**config.mk**
```make
export PLATFORM = sky130hd
export DESIGN_NAME = micro_sequencer
export DESIGN_NICKNAME = d
export VERILOG_FILES = /design/src/rtl/ctrl_pkg.sv /design/src/rtl/moc_watchdog.sv /design/src/rtl/micro_sequencer.sv
export SDC_FILE = /design/constraint.sdc
export NUM_CORES = 1
export LEC_CHECK = 0
export ABC_AREA = 1
export CORE_MARGIN = 2
export CORE_UTILIZATION = 50
export CTS_CLUSTER_SIZE = 28
export DETAILED_ROUTE_END_ITERATION = 6
export GPL_TIMING_DRIVEN = 0
export PLACE_DENSITY_LB_ADDON = 0.15
export SLEW_MARGIN = 20
export SYNTH_ARGS = -nofsm -noshare
export SYNTH_HDL_FRONTEND = slang
export SYNTH_HIERARCHICAL = 1
export SYNTH_SLANG_ARGS = --single-unit
```
**constraint.sdc**
```tcl
create_clock -name Clk -period 1.8 [get_ports Clk]
set_input_delay 0.27 -clock Clk [delete_from_list [all_inputs] [get_ports Clk]]
set_output_delay 0.27 -clock Clk [all_outputs]
set_load 0.1 [all_outputs]
```
**src/rtl/ctrl_pkg.sv**
```systemverilog
// Shared control-unit constants for the microprogrammed MIPS datapath.
// Used by the sequencer and the instruction-to-state encoder.
package ctrl_pkg;

  localparam int STATE_W = 7;

  typedef enum logic [2:0] {
    NC_INC      = 3'd0,
    NC_DISPATCH = 3'd1,
    NC_JUMP     = 3'd2,
    NC_FETCH    = 3'd3,
    NC_COND     = 3'd4,
    NC_WAIT_MOC = 3'd5
  } next_ctl_e;

  localparam logic [STATE_W-1:0] RESET_STATE   = 7'd0;
  localparam logic [STATE_W-1:0] FETCH_STATE   = 7'd1;
  localparam logic [STATE_W-1:0] ILLEGAL_STATE = 7'd127;
  localparam logic [STATE_W-1:0] BUSERR_STATE  = 7'd126;

endpackage

```
**src/rtl/moc_watchdog.sv**
```systemverilog
// Counts consecutive cycles spent waiting on MOC.
// Pulses timeout on the last allowed wait cycle.
module moc_watchdog #(
  parameter int MOC_TIMEOUT = 16
) (
  input  logic Clk,
  input  logic Reset_n,
  input  logic waiting,
  input  logic MOC,
  output logic timeout
);

  localparam logic [15:0] LAST = 16'(MOC_TIMEOUT - 1);

  logic [15:0] cnt;
  logic        hold;

  assign timeout = waiting && !MOC && (cnt == LAST);
  assign hold    = waiting && !MOC && !timeout;

  // Any cycle that is not a hold changes State, so the count restarts.
  always_ff @(posedge Clk or negedge Reset_n) begin
    if (!Reset_n) cnt <= '0;
    else if (hold) cnt <= cnt + 16'd1;
    else           cnt <= '0;
  end

endmodule

```
**src/rtl/micro_sequencer.sv**
```systemverilog
// Microstore state register and next-state logic.
// Handles dispatch, branches, MOC stalls and fault traps.
module micro_sequencer
  import ctrl_pkg::*;
#(
  parameter int MOC_TIMEOUT = 16
) (
  input  logic        Clk,
  input  logic        Reset_n,
  input  logic [6:0]  State_Sel,
  input  logic [2:0]  Next_Ctl,
  input  logic [6:0]  Jump_Target,
  input  logic        Cond,
  input  logic        MOC,
  input  logic        Clear_Fault,
  output logic [6:0]  State,
  output logic        Illegal_Op,
  output logic        Bus_Error,
  output logic [31:0] Dispatch_Count
);

  logic [6:0] state_nxt;
  logic       waiting;
  logic       timeout;
  logic       set_ill;
  logic       set_bus;
  logic       do_disp;

  assign waiting = (State != RESET_STATE) &&
                   (Next_Ctl == NC_WAIT_MOC);

  moc_watchdog #(
    .MOC_TIMEOUT(MOC_TIMEOUT)
  ) u_wdog (
    .Clk    (Clk),
    .Reset_n(Reset_n),
    .waiting(waiting),
    .MOC    (MOC),
    .timeout(timeout)
  );

  always_comb begin
    state_nxt = FETCH_STATE;
    set_ill   = 1'b0;
    set_bus   = 1'b0;
    do_disp   = 1'b0;
    if (State != RESET_STATE) begin
      case (Next_Ctl)
        NC_INC:  state_nxt = State + 7'd1;
        NC_DISPATCH: begin
          if (State_Sel != 7'd0) begin
            state_nxt = State_Sel;
            do_disp   = 1'b1;
          end else begin
            state_nxt = ILLEGAL_STATE;
            set_ill   = 1'b1;
          end
        end
        NC_JUMP: state_nxt = Jump_Target;
        NC_COND: state_nxt = Cond ? Jump_Target : State + 7'd1;
        NC_WAIT_MOC: begin
          if (MOC) begin
            state_nxt = State + 7'd1;
          end else if (timeout) begin
            state_nxt = BUSERR_STATE;
            set_bus   = 1'b1;
          end else begin
            state_nxt = State;
          end
        end
        default: state_nxt = FETCH_STATE;
      endcase
    end
  end

  always_ff @(posedge Clk or negedge Reset_n) begin
    if (!Reset_n) begin
      State          <= RESET_STATE;
      Illegal_Op     <= 1'b0;
      Bus_Error      <= 1'b0;
      Dispatch_Count <= '0;
    end else begin
      State <= state_nxt;
      // A new fault takes priority over a simultaneous clear.
      Illegal_Op <= set_ill | (Illegal_Op & ~Clear_Fault);
      Bus_Error  <= set_bus | (Bus_Error & ~Clear_Fault);
      if (do_disp) Dispatch_Count <= Dispatch_Count + 32'd1;
    end
  end

endmodule

```
==> summary.md, run 1 <==
| Metric | Value |
|---|---|
| Status | finished, violations left |
| Failing checks | negative hold slack |
| Cell variety after synth | 27 |
| Post-route minimum period | 1730 ps |
| Final period util | 96.2% |
| Clk sinks | 57 |
| Residual DRC count | 0 |
| Multi-input gate area | 2270 um^2 |
| First-pass GRT wire length | 17.0 mm |
| Avg WL per Cell | 12.6 um |
| Top-area cell type share of the netlist area | 36.7% |
| Req. time, crit path | 1530 ps |
| M1 WL | 4.60 mm |
| Critical Path Source | State[0] |
| WHS | -18.4 ps |
| Worst VDD drop | 1.06 mV |
| Root Driver | clkbuf_8 |
| Worst Hold Class | primary input to asynchronous set/reset pin |
| Crit path arrival time | 1460 ps |
| Vias | 3964 |
| R2R cell count | 15 |
| Max-slew violations | 0 |
| Io pins | 63 |
| Setup crit start kind | flip-flop |
| Max Cap Viol | 0 |
| Ant. Diodes | 0 |
| CTS tree | built |
| Setup violations, final | 0 |
| Max Buffers Root-to-Sink | 2 |
| Worst slack, placed | -198 ps |
| Filler Cells Inserted | 678 |
| Fin nets | 700 |
| Layout cells sized above 1 | 24.0% |
| Clock Skew | 11.1 ps |
| Uppermost layer routed | met4 |
| CP max FO | 5 |
| Via/cell ratio | 5.08 |
| R2r setup slk | 80 ps |
| Leakage dissipation | 2.17 nW |
| Hold Violations, Final | 18 |
| Gr usage total | 24.7% |
| Clk pin slew, worst setup/hold paths | 70 ps |
| Register area share after synthesis | 36.7% |
| First-pass detailed-route iteration total | 5 |
| Initial antenna violation count | 0 |
| Routed wl met2 | 4.68 mm |
| Synthesis-to-layout area growth | 31.3% |
| Detailed placer's ending HPWL | 7.31 mm |
| H-tree levels | 3 |
| Actual slew at the worst max-slew pin | 708 ps |
| Port bufs | 62 |
| Reg2reg start | State[1] |
| DIE HEIGHT | 92.2 um |
| Syn Inst Count | 596 |
| Synthesized net count | 622 |
| Initial DRC count | 203 |
| Post-detailed-routing wire length | 9.82 mm |
| Max frequency | 0.578 GHz |
| Number of buffers created by CTS | 9 |
| Dpl cells | 760 |
| Core box area | 7650 um^2 |
| Initial Util | 50.9% |
| Mapped Avg Cell Area | 6.53 um^2 |
| Setup crit end kind | output pin |
| Final Non-Filler Cells | 781 |
| Netlist Area Pre-Place | 3890 um^2 |
| Most frequent cells in the layout | 230 x nand2_1, 92 x nor2_1, 49 x inv_1 |
| Worst setup path end | State[0] |
| RSZ-0062 raised after global routing | true |
| WL met3 | 484 um |
| Pwr dens | 784 nW/um^2 |
| Worst R2R End | State[5] |
| GRT overflow | 0 |
| Final core occ | 66.8% |
| Placement Rows | 32 |
| Slew margin rel. | 52.8% |
| FF+latch area | 1480 um^2 |
| Clk Latency, worst-skew pair | 340 ps |
| Leading area contributor after synthesis | dfrtp_1 |
| Most common cell after layout, fill and taps aside | nand2_1 |
| Die width | 92.2 um |
| Synthesis-stage register bit count | 57 |
| Crit path kind | flip-flop to output pin |
| Largest net degree at the start of global routing | 58 |
| Synth top area cells | dfrtp_1 37%, nand2_1 23%, nor2_1 9.4%, nand3_1 6.2%, inv_1 5.4% |
| Die Area | 8500 um^2 |
| Synthesis warning total | 6 |
| Final Wtd Congestion | 0.924 |
| Post-DRT Antenna Nets | 0 |
| Vias in the first global route | 3797 |
| Slack of the critical path | 69.1 ps |
[power by group]
| part | switching [mW] | internal, mW | leakage [nW] |
|---|---|---|---|
| combinational | 0.818 | 0.303 | 1.33 |
| clock | 0.531 | 0.850 | 0.115 |
| sequential | 0.127 | 1.38 | 0.724 |
| total | 1.48 | 2.53 | 2.17 |
[what timing repair did]
| action | in CTS | in global routing |
|---|---|---|
| pin swaps | 9 | 5 |
| gates resized for setup | 131 | 21 |
| hold buffers | 0 | 0 |
| endpoints found under the setup margin | 48 | 38 |
| setup buffers | 3 | 3 |
[sequential cells by signal, indices dropped and copies added, names as in the netlist]
name,flops
Illegal_Op,1
u_wdog/cnt,16
Bus_Error,1
State,7
Dispatch_Count,32
[metrics by stage]
stage	setup TNS, ps	power, mW	cell area, um^2
after floorplan	-499	2.25	3960
after global placement	-84620	2.55	4700
after detailed placement	-3140	2.56	4700
after CTS	-0.813	3.99	5030
after global routing	-172	4.17	5110
final	0	4.00	5110
[worst max-delay path, cell delays in order (launching register included)]
cell,delay [ps]
dfrtp_4,430
buf_4,140
clkdlybuf4s15_2,560
[metal layers]
| layer | vias up | global-route usage [%] |
|---|---|---|
| met4 | 0 | 4.73 |
| li1 | 2000 | - |
| met5 | - | 0 |
| met1 | 1841 | 32.8 |
| met3 | 7 | 5.83 |
| met2 | 116 | 41.5 |
[cell type report]
class	count	area share (%)
clock inverter	5	1.52
timing repair buffer	68	14.1
buffer	6	1.08
clock buffer	11	2.96
tap	102	2.50
sequential	57	29.0
multi-input combinational	474	44.4
inverter	58	4.41
[logic make-up (layout without fill, tap and decap cells)]
logic type	Yosys count	count (layout)	share of synthesized area [%]
AO/OA/AOI/OAI	20	20	2.86
XOR/XNOR	22	22	4.95
adder cells (fa/ha/maj)	4	4	1.29
buffers and inverters	65	148	7.14
flip-flops	57	57	36.7
AND/OR/NAND/NOR	428	428	47.1
[worst min-delay path by stage]
stage	slack [ps]	cells past startpoint	endpoint	from
finish	-20	1	u_wdog/cnt[9]	Reset_n
global placement	470	1	u_wdog/cnt[0]	u_wdog/cnt[0]
global route	30	1	u_wdog/cnt[9]	Reset_n
detailed placement	380	1	u_wdog/cnt[9]	Reset_n
floorplan	-30	0	Bus_Error	Reset_n
CTS	3	1	u_wdog/cnt[9]	Reset_n
[synthesized netlist by cell type]
master	instances
o21ai_0	10
o21bai_1	4
xnor2_1	11
or2_2	1
a21oi_1	3
nor2_4	5
nor2_8	1
nand2_4	3
nand3_1	48
nor2_1	97
xor2_1	11
nor3_1	3
o22ai_1	1
and2_1	1
inv_1	56
nand2_2	10
dfrtp_1	57
nand2_1	239
o21ai_1	2
nand3b_1	4
inv_2	2
buf_2	3
nor2_2	9
buf_6	4
nand4_1	6
and3_1	1
ha_1	4
Note: power is estimated with default switching activity, not from simulation.
==> inputs of run 2 (changes only) <==
Settings changed: CAP_MARGIN set to 20, CORE_ASPECT_RATIO set to 1.1, PLACE_DENSITY_LB_ADDON 0.15 to 0.1.
==> run 2 against run 1 <==
Compared with the run above:
- the run ends with negative setup slack left
- register-to-register slack got worse by 110 ps
- first-iteration DRC count rose by 8.4%
- combinational power rose by 4%
- via count rose by 1.0%
- largest cell class unchanged
- largest power group is now clock
- highest routed layer unchanged
==> summary.md, run 2 (synthesized netlist as in run 1, its figures left out) <==
| Metric | Value |
|---|---|
| H-tree levels | 3 (unchanged) |
| CTS tree | built (unchanged) |
| Sequence of cells on the critical path | inv_4 -> ha_4 -> inv_2 -> nor2_2 -> inv_1 -> nor2_2 -> nor2_2 -> inv_2 -> nor3_2 -> nor2_1 -> nand2_2 -> nand2_2 -> inv_4 -> nand2_2 -> nand2_2 (was buf_4 -> clkdlybuf4s15_2) |
| Ant. Diodes | 0 (unchanged) |
| Residual DRC count | 0 (unchanged) |
| Pwr dens | 806 nW/um^2 (was 784 nW/um^2) |
| Hold Violations, Final | 0 (was 18) |
| Placement Rows | 33 (was 32) |
| Clk pin slew, worst setup/hold paths | 70 ps (about the same) |
| Slack of the critical path | -31.4 ps (was 69.1 ps) |
| Status | finished, violations left (unchanged) |
| RSZ-0062 raised after global routing | true (unchanged) |
| Setup violations, final | 7 (was 0) |
| Clock Skew | 9.35 ps (was 11.1 ps) |
| Post-route minimum period | 1830 ps (was 1730 ps) |
| Via/cell ratio | 5.06 (was 5.08) |
| Most common cell after layout, fill and taps aside | nand2_1 (unchanged) |
| Initial antenna violation count | 0 (unchanged) |
| Initial DRC count | 220 (was 203) |
| Io pins | 63 (unchanged) |
| Multi-input gate area | 2250 um^2 (was 2270 um^2) |
| GRT overflow | 0 (unchanged) |
| Slew margin rel. | 51.8% (was 52.8%) |
| Layout cells sized above 1 | 24.8% (was 24.0%) |
| Worst slack, placed | -210 ps (was -198 ps) |
| Vias | 4005 (was 3964) |
| Max reg flops | 32 (unchanged) |
| Max frequency | 0.546 GHz (was 0.578 GHz) |
| Worst-path cell with the longest stage delay | dfrtp_4 (was clkdlybuf4s15_2) |
| Gr usage total | 26.1% (was 24.7%) |
| Clk Latency, worst-skew pair | 350 ps (was 340 ps) |
| Max Cap Viol | 0 (unchanged) |
| Avg WL per Cell | 12.7 um (was 12.6 um) |
| Largest net degree at the start of global routing | 58 (unchanged) |
| Clk sinks | 57 (unchanged) |
| DIE HEIGHT | 96.5 um (was 92.2 um) |
| First-pass GRT wire length | 17.4 mm (was 17.0 mm) |
| Failing checks | negative setup slack (was negative hold slack) |
| Final Wtd Congestion | 0.942 (was 0.924) |
| Post-detailed-routing wire length | 10.0 mm (was 9.82 mm) |
| Die width | 88.1 um (was 92.2 um) |
| Max-slew violations | 0 (unchanged) |
| Initial Util | 51.8% (was 50.9%) |
| Setup crit end kind | flip-flop (was output pin) |
| Setup crit start kind | flip-flop (unchanged) |
| Core box area | 7510 um^2 (was 7650 um^2) |
| Worst VDD drop | 1.20 mV (was 1.06 mV) |
| Crit path arrival time | 2070 ps (was 1460 ps) |
| Post-DRT Antenna Nets | 0 (unchanged) |
| Actual slew at the worst max-slew pin | 723 ps (was 708 ps) |
| Filler Cells Inserted | 660 (was 678) |
| Worst path top cell family by delay | simple AND/OR/NAND/NOR gates (was buffers and inverters) |
| Detailed placer's ending HPWL | 7.29 mm (was 7.31 mm) |
| Fin nets | 707 (was 700) |
| Worst Hold Class | flip-flop to flip-flop (was primary input to asynchronous set/reset pin) |
| Leakage dissipation | 2.21 nW (was 2.17 nW) |
| Most frequent cells in the layout | 229 x nand2_1, 90 x nor2_1, 50 x inv_1 (was 230 x nand2_1, 92 x nor2_1, 49 x inv_1) |
| Slowest stage delay, CP | 500 ps (was 560 ps) |
| Req. time, crit path | 2040 ps (was 1530 ps) |
| Placed inst area | 4700 um^2 (about the same) |
| Design Area, Final | 5160 um^2 (was 5110 um^2) |
| Top Registers | Dispatch_Count (32), u_wdog/cnt (16), State (7) (unchanged) |
| Reg with most FFs | Dispatch_Count (unchanged) |
| Synthesis-to-layout area growth | 32.6% (was 31.3%) |
| Max Buffers Root-to-Sink | 2 (unchanged) |
| CP dominant cell by count | nand2_2 |
| First-pass detailed-route iteration total | 5 (unchanged) |
| CP max FO | 6 (was 5) |
| Port bufs | 62 (unchanged) |
| Root Driver | clkbuf_8 (unchanged) |
| Crit path kind | flip-flop to flip-flop (was flip-flop to output pin) |
| Vias in the first global route | 3917 (was 3797) |
| Number of buffers created by CTS | 9 (unchanged) |
| Die Area | 8500 um^2 (about the same) |
| CP Buf/Inv Count | 5 (was 2) |
| Final period util | 102% (was 96.2%) |
| FF+latch area | 1480 um^2 (unchanged) |
-- run 2: power breakdown --
group / internal (mW) / leakage (nW) / switching [mW]
Combinational: 0.325 / 1.36 / 0.837
Clock: 0.950 / 0.126 / 0.549
Sequential: 1.38 / 0.724 / 0.116
-- run 2: path summary, 6_finish.rpt --
path	depth (start not counted)	endpoint	slack [ps]	startpoint
max in group asynchronous	2	Dispatch_Count[1]	720	Reset_n
min in group asynchronous	2	u_wdog/cnt[12]	510	Reset_n
hold reg to reg	1	u_wdog/cnt[0]	490	u_wdog/cnt[0]
setup reg to reg	15	State[2]	-30	State[0]
hold / removal	1	u_wdog/cnt[0]	490	u_wdog/cnt[0]
setup / recovery	15	State[2]	-30	State[0]
-- run 2: final cells by class --
class,instances,share of cell area [%]
flip-flops and latches,57,28.8
clock inverters,6,2.04
plain buffers,7,1.16
inverters,58,4.37
multi-input cells,474,43.7
well taps,105,2.55
repair buffers,74,14.8
clock buffers,10,2.67
-- run 2: what timing repair did --
action / CTS / global route
hold buffers: 1 / 0
setup endpoints to repair: 48 / 25
pin swaps: 7 / 12
resized for setup: 128 / 20
endpoints found under the hold margin: 4 / 0
setup buffers: 7 / 4
-- run 2: metal layers --
metal | GRT usage, % | up-vias | wire, um
li1 | - | 2014 | -
met1 | 34.1 | 1848 | 4510
met2 | 43.3 | 126 | 4720
met3 | 3.99 | 17 | 596
met4 | 10.6 | 0 | 197
met5 | 0 | - | 0
-- run 2: per-stage QoR --
step | instances | hold WS, ps | TNS [ps] | util (%) | power, mW
final | 791 | 492 | -146 | 68.6 | 4.15
after floorplan | 596 | -25.6 | -499 | - | 2.25
after CTS | 787 | 482 | 0 | 67.6 | 4.11
after global routing | 791 | 524 | -802 | 68.6 | 4.31
after detailed placement | 763 | 377 | -3650 | 62.6 | 2.57
after global placement | 763 | 473 | -86070 | 62.6 | 2.55
